===== src/rtl/uart_intr_if.sv =====
// Signal bundle between the UART register block and the interrupt controller.
// The register block is the master and the interrupt controller is the slave.
interface uart_intr_if #(
   parameter int FIFO_AW = 4
);
   logic               erbi, etbei, elsi;
   logic               oe, pe, fe, bi;
   logic               dr, thre, fifoen;
   logic [1:0]         rxfiftl;
   logic [FIFO_AW:0]   rx_fifo_cnt;
   logic               receive_done, bit_tick;
   logic               rbr_rd_en, thr_wr_en, iir_rd_en;
   logic               uart_intpt;
   logic               ipend_n;
   logic [2:0]         intid;

   modport master (
      output erbi, etbei, elsi, oe, pe, fe, bi, dr, thre, fifoen, rxfiftl,
             rx_fifo_cnt, receive_done, bit_tick, rbr_rd_en, thr_wr_en, iir_rd_en,
      input  uart_intpt, ipend_n, intid
   );

   modport slave (
      input  erbi, etbei, elsi, oe, pe, fe, bi, dr, thre, fifoen, rxfiftl,
             rx_fifo_cnt, receive_done, bit_tick, rbr_rd_en, thr_wr_en, iir_rd_en,
      output uart_intpt, ipend_n, intid
   );
endinterface


===== src/rtl/uart_intr_ctrl.sv =====
// UART interrupt controller: prioritizes LSI > RDA > CTI > THRI into a single
// registered CPU interrupt plus the IIR interrupt ID.
module uart_intr_ctrl #(
   parameter int TOUT_BITS = 40,
   parameter int FIFO_AW   = 4
) (
   input  logic       pclk,
   input  logic       preset,
   uart_intr_if.slave bus
);
   localparam int TW = $clog2(TOUT_BITS + 1);
   localparam logic [TW-1:0] TMAX = TW'(TOUT_BITS);

   localparam logic [2:0] ID_LSI  = 3'b011;
   localparam logic [2:0] ID_RDA  = 3'b010;
   localparam logic [2:0] ID_CTI  = 3'b110;
   localparam logic [2:0] ID_THRI = 3'b001;
   localparam logic [2:0] ID_NONE = 3'b000;

   logic [TW-1:0]    tcnt_q, tcnt_d;
   logic             cti_flag_q, cti_flag_d;
   logic             thre_pend_q, thre_pend_d;
   logic             thre_q, etbei_q;
   logic             intpt_q, intpt_d;
   logic [2:0]       intid_q, intid_d;
   logic [FIFO_AW:0] trig;
   logic             lsi, rda, cti, thri;
   logic             tclr, thre_set, iir_clr;

   always_comb begin
      trig = (FIFO_AW+1)'(1);
      case (bus.rxfiftl)
         2'b00:   trig = (FIFO_AW+1)'(1);
         2'b01:   trig = (FIFO_AW+1)'(4);
         2'b10:   trig = (FIFO_AW+1)'(8);
         default: trig = (FIFO_AW+1)'(14);
      endcase
   end

   assign lsi  = bus.elsi & (bus.oe | bus.pe | bus.fe | bus.bi);
   assign rda  = bus.erbi & (bus.fifoen ? (bus.rx_fifo_cnt >= trig) : bus.dr);
   assign cti  = bus.erbi & bus.fifoen & cti_flag_q;
   assign thri = bus.etbei & thre_pend_q;

   // Any sign of RX activity (or an empty/disabled FIFO) restarts the timeout.
   assign tclr = bus.receive_done | bus.rbr_rd_en | ~bus.fifoen | (bus.rx_fifo_cnt == '0);

   always_comb begin
      tcnt_d = tcnt_q;
      if (tclr)
         tcnt_d = '0;
      else if (bus.bit_tick && (tcnt_q != TMAX))
         tcnt_d = tcnt_q + 1'b1;
   end

   assign cti_flag_d = ~tclr & (tcnt_d == TMAX);

   assign thre_set = (bus.thre & ~thre_q) | (bus.etbei & ~etbei_q & bus.thre);
   assign iir_clr  = bus.iir_rd_en & (intid_q == ID_THRI);

   // A THR write beats a new edge; a new edge beats the IIR-read clear.
   always_comb begin
      thre_pend_d = thre_pend_q;
      if (bus.thr_wr_en)
         thre_pend_d = 1'b0;
      else if (thre_set)
         thre_pend_d = 1'b1;
      else if (iir_clr)
         thre_pend_d = 1'b0;
   end

   always_comb begin
      intid_d = ID_NONE;
      if (lsi)       intid_d = ID_LSI;
      else if (rda)  intid_d = ID_RDA;
      else if (cti)  intid_d = ID_CTI;
      else if (thri) intid_d = ID_THRI;
      intpt_d = lsi | rda | cti | thri;
   end

   always_ff @(posedge pclk or posedge preset) begin
      if (preset) begin
         tcnt_q      <= '0;
         cti_flag_q  <= 1'b0;
         thre_pend_q <= 1'b0;
         thre_q      <= 1'b0;
         etbei_q     <= 1'b0;
         intpt_q     <= 1'b0;
         intid_q     <= ID_NONE;
      end else begin
         tcnt_q      <= tcnt_d;
         cti_flag_q  <= cti_flag_d;
         thre_pend_q <= thre_pend_d;
         thre_q      <= bus.thre;
         etbei_q     <= bus.etbei;
         intpt_q     <= intpt_d;
         intid_q     <= intid_d;
      end
   end

   assign bus.uart_intpt = intpt_q;
   assign bus.ipend_n    = ~intpt_q;
   assign bus.intid      = intid_q;
endmodule


===== src/flat_wrapper.sv =====
// flat-port wrapper written by rule: the top's interface ports become plain ports
module uart_intr_ctrl_flat 
#(
   parameter int TOUT_BITS = 40,
   parameter int FIFO_AW   = 4
)
  (pclk, preset, bus_erbi, bus_etbei, bus_elsi, bus_oe, bus_pe, bus_fe, bus_bi, bus_dr, bus_thre, bus_fifoen, bus_rxfiftl, bus_rx_fifo_cnt, bus_receive_done, bus_bit_tick, bus_rbr_rd_en, bus_thr_wr_en, bus_iir_rd_en, bus_uart_intpt, bus_ipend_n, bus_intid);
  uart_intr_if #(.FIFO_AW(FIFO_AW)) bus_i ();
  input  logic pclk;
  input  logic preset;
  input wire logic [$bits(bus_i.erbi)-1:0] bus_erbi;
  input wire logic [$bits(bus_i.etbei)-1:0] bus_etbei;
  input wire logic [$bits(bus_i.elsi)-1:0] bus_elsi;
  input wire logic [$bits(bus_i.oe)-1:0] bus_oe;
  input wire logic [$bits(bus_i.pe)-1:0] bus_pe;
  input wire logic [$bits(bus_i.fe)-1:0] bus_fe;
  input wire logic [$bits(bus_i.bi)-1:0] bus_bi;
  input wire logic [$bits(bus_i.dr)-1:0] bus_dr;
  input wire logic [$bits(bus_i.thre)-1:0] bus_thre;
  input wire logic [$bits(bus_i.fifoen)-1:0] bus_fifoen;
  input wire logic [$bits(bus_i.rxfiftl)-1:0] bus_rxfiftl;
  input wire logic [$bits(bus_i.rx_fifo_cnt)-1:0] bus_rx_fifo_cnt;
  input wire logic [$bits(bus_i.receive_done)-1:0] bus_receive_done;
  input wire logic [$bits(bus_i.bit_tick)-1:0] bus_bit_tick;
  input wire logic [$bits(bus_i.rbr_rd_en)-1:0] bus_rbr_rd_en;
  input wire logic [$bits(bus_i.thr_wr_en)-1:0] bus_thr_wr_en;
  input wire logic [$bits(bus_i.iir_rd_en)-1:0] bus_iir_rd_en;
  output wire logic [$bits(bus_i.uart_intpt)-1:0] bus_uart_intpt;
  output wire logic [$bits(bus_i.ipend_n)-1:0] bus_ipend_n;
  output wire logic [$bits(bus_i.intid)-1:0] bus_intid;
  assign bus_i.erbi = bus_erbi;
  assign bus_i.etbei = bus_etbei;
  assign bus_i.elsi = bus_elsi;
  assign bus_i.oe = bus_oe;
  assign bus_i.pe = bus_pe;
  assign bus_i.fe = bus_fe;
  assign bus_i.bi = bus_bi;
  assign bus_i.dr = bus_dr;
  assign bus_i.thre = bus_thre;
  assign bus_i.fifoen = bus_fifoen;
  assign bus_i.rxfiftl = bus_rxfiftl;
  assign bus_i.rx_fifo_cnt = bus_rx_fifo_cnt;
  assign bus_i.receive_done = bus_receive_done;
  assign bus_i.bit_tick = bus_bit_tick;
  assign bus_i.rbr_rd_en = bus_rbr_rd_en;
  assign bus_i.thr_wr_en = bus_thr_wr_en;
  assign bus_i.iir_rd_en = bus_iir_rd_en;
  assign bus_uart_intpt = bus_i.uart_intpt;
  assign bus_ipend_n = bus_i.ipend_n;
  assign bus_intid = bus_i.intid;
  uart_intr_ctrl #(.TOUT_BITS(TOUT_BITS), .FIFO_AW(FIFO_AW)) u_core (.pclk(pclk), .preset(preset), .bus(bus_i));
endmodule

===== config.mk =====
export PLATFORM = sky130hd
export DESIGN_NAME = uart_intr_ctrl_flat
export DESIGN_NICKNAME = d
export VERILOG_FILES = /design/src/rtl/uart_intr_if.sv /design/src/rtl/uart_intr_ctrl.sv /design/src/flat_wrapper.sv
export SDC_FILE = /design/constraint.sdc
export NUM_CORES = 1
export LEC_CHECK = 0
export BUFFER_PORTS_ARGS = -buffer_cell sky130_fd_sc_hd__buf_2
export CAP_MARGIN = 20
export CORE_MARGIN = 2
export CORE_UTILIZATION = 30
export DETAILED_ROUTE_END_ITERATION = 10
export SLEW_MARGIN = 30
export SYNTH_ARGS = -nofsm -noshare
export SYNTH_HDL_FRONTEND = slang
export SYNTH_SLANG_ARGS = --single-unit

===== constraint.sdc =====
create_clock -name pclk -period 1.7 [get_ports pclk]
set_input_delay 0.17 -clock pclk [delete_from_list [all_inputs] [get_ports pclk]]
set_output_delay 0.17 -clock pclk [all_outputs]
set_load 0.01 [all_outputs]

### After elaboration in Yosys (flattened, before gate mapping)

Cells that the tools add are included.

* add/subtract/negate cells: 1
* magnitude comparators: 1
* equality and inequality tests: 5
* mux-type cells: 11
* bitwise gates (word level): 25
* reduce and logical (&&, ||, !) cells: 4

Operators with widths (count)
* $mux 6: 2
* $pmux 4 s3: 1
* $and 1x1->1: 10
* $or 1x1->1: 10
* $mux 3: 3
* $add 6x1->6 const B: 1
* $eq 6x6->1 const B: 1
* $ne 6x6->1 const B: 1
* $ge 5x4->1: 1
* $logic_not 5->1: 1
* $mux 1: 5
* $not 1->1: 5
* $eq 3x1->1 const B: 1
* $reduce_bool 3->1: 1
* $eq 2x1->1 const B: 1
* $eq 2x2->1 const B: 1
* $logic_not 2->1: 1
* $logic_and 1x1->1: 1

* flip-flop bits (word level): 14
* bits of input ports: 24
* output and inout port bits: 5

### Depth between registers and ports, before layout

* depth after elaboration: 8
* mapped depth: 6
* gate-level depth less buffers: 6

### Worst setup path after synthesis

OpenSTA, ideal clock, no wires.

* path kind: reg2reg
* start point: register u_core.tcnt_q[0]
* end point: register u_core.cti_flag_q
* library setup time: 0.131 ns
* arrival: 1.283 ns
* data required time: 1.569 ns
* slack: 0.286 ns
* stages on the path, launching flop included: 7
* path through: dfrtp_1 -> inv_1 -> ha_1 -> nand4b_1 -> or2_2 -> a22oi_1 -> nor4_2

* word-level cells in the longest chain between the ends: 6

RTL lines
* start: declaration: RTL line uart_intr_ctrl.sv:20 `logic [TW-1:0] tcnt_q, tcnt_d;`
* start signal: assignment: RTL line uart_intr_ctrl.sv:91 `tcnt_q <= tcnt_d;`
* branches (longest 2 deep; another with $add 6x1->6)
* $mux 6 *: RTL line uart_intr_ctrl.sv:52 `else if (bus.bit_tick && (tcnt_q != TMAX))`
* $mux 6 *: RTL line uart_intr_ctrl.sv:50 `if (tclr)`
* $eq 6x6->1 *: RTL line uart_intr_ctrl.sv:56 `assign cti_flag_d = ~tclr & (tcnt_d == TMAX);`
* $and 1x1->1 *: RTL line uart_intr_ctrl.sv:56
* named net u_core.cti_flag_d: RTL line uart_intr_ctrl.sv:21 `logic cti_flag_q, cti_flag_d;`
* end signal: assignment: RTL line uart_intr_ctrl.sv:92 `cti_flag_q <= cti_flag_d;`
* end: declaration: RTL line uart_intr_ctrl.sv:21

Mark *: on every way through the listed nets, which the timed path passes.
A chain may end at the register's enable or synchronous reset.

### Final worst setup path

Ends and elaborated chain as after synthesis.

==> impl_metrics.json <==
{
  "status": "finished, final reports clean",
  "synthesis.area_sq_um": 817.0,
  "cp.arrival_ps": 1720,
  "htreeDepth": 1,
  "crit_required_ps": 1860,
  "cts_buffers": 3,
  "avgSynthCellArea_sq_um": 9.727,
  "core-area_sq_um": 2522,
  "io_pins": 29,
  "clockBufferDepth": 2,
  "clkLatencyLatePin_ps": 270,
  "row_count": 18,
  "num_vias": 718,
  "wl_per_cell_um": 10.82,
  "drv_slew": 0,
  "layout_setup_ws_ps": 134.2,
  "period_needed_ps": 1566,
  "drv_cap": 0,
  "cts.sinks": 14,
  "maxSlewHeadroom": 0.5805,
  "worstHoldPathType": "input pin to register",
  "max_clock_freq_ghz": 0.6386,
  "design_area_sq_um": 1044,
  "start_kind": "register",
  "cts_tree": "yes",
  "wl_um": 1590,
  "crit_path_end_kind": "register",
  "gp_congestion": 0.8691,
  "grt_pass1_vias": 736,
  "yosysTopAreaCellShare": 0.4288,
  "vdd_ir_drop_max_mv": 0.4981,
  "start_util": 0.3239,
  "hold_viol": 0,
  "syn_to_final_growth_pct": 27.72,
  "viasPerCell": 4.884,
  "tightest_slew_ps": 621.2,
  "place_ws_ps": 37.62,
  "powerDensity_nw_per_um2": 663.5,
  "slowest_delay_ps": 410,
  "total_power_uw": 692.4,
  "ctsResizeCount": 0,
  "yosys_warnings": 0,
  "postCtsSetupRepairBufs": 0,
  "antenna_found_initial": 0,
  "io_buffer_count": 28,
  "cpMaxStageDelayCell": "dfrtp_1",
  "tns_ps": 0,
  "dieWidth_um": 56.19,
  "dpl.hpwl_um": 1338,
  "grt_first_pass_wirelength_um": 3091,
  "leakage_nw": 0.5018,
  "cp_max_fo": 4,
  "holdWs_ps": 35.78,
  "die_h_um": 56.19,
  "path_clk_slew_ps": 80,
  "synth.area.top_cells": "dfrtp_1 (43%), ha_1 (9.2%), nor2_1 (5.1%), inv_1 (4.1%), nand2_1 (3.2%)",
  "drive_gt1_frac": 0.3162,
  "crit_type": "register to register",
  "dieArea_sq_um": 3157,
  "fin_nets": 148,
  "firstDrtPassIters": 3,
  "yosysTopAreaCell": "dfrtp_1",
  "finalClockSkew_ps": 2.348,
  "grt.overflow.total": 0,
  "ys_types": 30,
  "cp_cell_sequence": "inv_1 -> ha_1 -> nand4b_1 -> or2_2 -> a22oi_1 -> nor4_2",
  "grt_max_degree": 15,
  "drt_iter0_drc": 18,
  "rsz0062_at_grt": "true",
  "layout_worst_path_cycle_share": 0.9211,
  "cts-root-buf": "clkbuf_4",
  "dpl_cell_area_sq_um": 987.2,
  "num_antenna_cells": 0,
  "seq_area_frac_synth": 0.4288,
  "grt_use_total": 0.1230,
  "drtAntennaViolNets": 0,
  "route.detailed.drc": 0,
  "synth_seq_cells": 14,
  "synth_fp_nets": 114,
  "synth_cells": 84,
  "setup_viol": 0
}
-- synthesized netlist by cell type --
library cell,count
ha_1,6
nand3_1,2
xnor2_1,1
dfrtp_1,14
nand4bb_1,1
nor4_2,1
o211ai_1,2
o311ai_1,2
nand4b_1,1
o211ai_4,1
o21ai_1,1
nor2_1,11
nand4_1,2
o31a_1,1
a211oi_2,1
nor3_1,1
mux2i_1,1
or2_2,1
o21ai_0,4
or3_1,1
or4_4,1
a22oi_1,2
inv_1,9
nand2_1,7
buf_4,1
xor2_1,3
nor4b_1,1
o41ai_1,1
nand2b_1,1
a21oi_1,3
-- layer usage --
metal	global-route usage	vias up	wire length [um]
li1	-	368	-
met1	0.1547	324	715
met2	0.1933	24	738
met3	0.04651	2	115
met4	0.04082	0	21
met5	0	-	0
-- per-stage QoR --
stage,util,cells
after global placement,0.3914,141
after detailed placement,0.3914,141
after global routing,0.4137,147
after CTS,0.4097,146
after floorplan,-,84
final,0.4137,147
-- logic make-up after synthesis --
kind of cell             after synthesis  share of synthesized area
XOR/XNOR                               4                    0.04289
flip-flops                            14                     0.4288
multiplexers                           1                    0.01225
AO/OA/AOI/OAI                         18                     0.1700
AND/OR/NAND/NOR                       31                     0.2037
adder cells (fa/ha/maj)                6                    0.09188
buffers and inverters                 10                    0.05054
-- repair_timing --
action	CTS	global route
endpoints found under the setup margin	0	1
hold endpoints to repair	14	1
hold buffers	1	1
-- critical path, delay by kind of cell (launching register included) --
family | cells | cell delay [ps]
simple gates | 3 | 560
compound gates | 1 | 180
fa+ha+maj | 1 | 160
buf+inv | 1 | 130
flops | 1 | 410
-- worst paths after layout --
path	cells after the start	start	slack [ps]	to
worst max-delay path	6	u_core.tcnt_q[0]	130	u_core.cti_flag_q
worst min-delay path	2	bus_thr_wr_en	40	u_core.thre_pend_q
worst max register to register	6	u_core.tcnt_q[0]	130	u_core.cti_flag_q
worst min register to register	1	u_core.cti_flag_q	570	u_core.bus.intid[0]
max in group asynchronous	3	preset	910	u_core.thre_pend_q
min in group asynchronous	3	preset	460	u_core.bus.intid[0]
-- state kept, by name, summed over array words and instances (netlist names) --
signal                 flops
u_core.cti_flag_q          1
u_core.thre_q              1
u_core.etbei_q             1
u_core.tcnt_q              6
u_core.thre_pend_q         1
u_core.bus.intid           3
u_core.bus.uart_intpt      1
-- report_power, final --
group          internal [mW]  switching [mW]
sequential             0.344         0.00549
clock                  0.130           0.103
combinational         0.0527          0.0571
total                  0.527           0.166
-- cell usage in the layout (no fill, tap or decap), drive strengths merged, types with 2 or more instances in the layout --
cell type    netlist  layout
o211ai             3       3
a21oi              3       3
a22oi              2       2
ha                 6       6
inv                9       9
nor2              11      11
xor2               3       3
o311ai             2       2
o21ai              5       5
nand3              2       2
nand4              2       2
nand2              7       7
clkbuf             0       4
dlygate4sd3        0       2
dfrtp             14      14
buf                1      28
-- final cells by class --
type | count | area [sq um]
fillers | 274 | 1479
repair buffers | 30 | 160.2
multi-input cells | 60 | 425.4
clock buffers | 4 | 36.28
well taps | 30 | 37.54
inverters | 9 | 33.78
flip-flops and latches | 14 | 350.3
(Power assumes the default switching activity.)
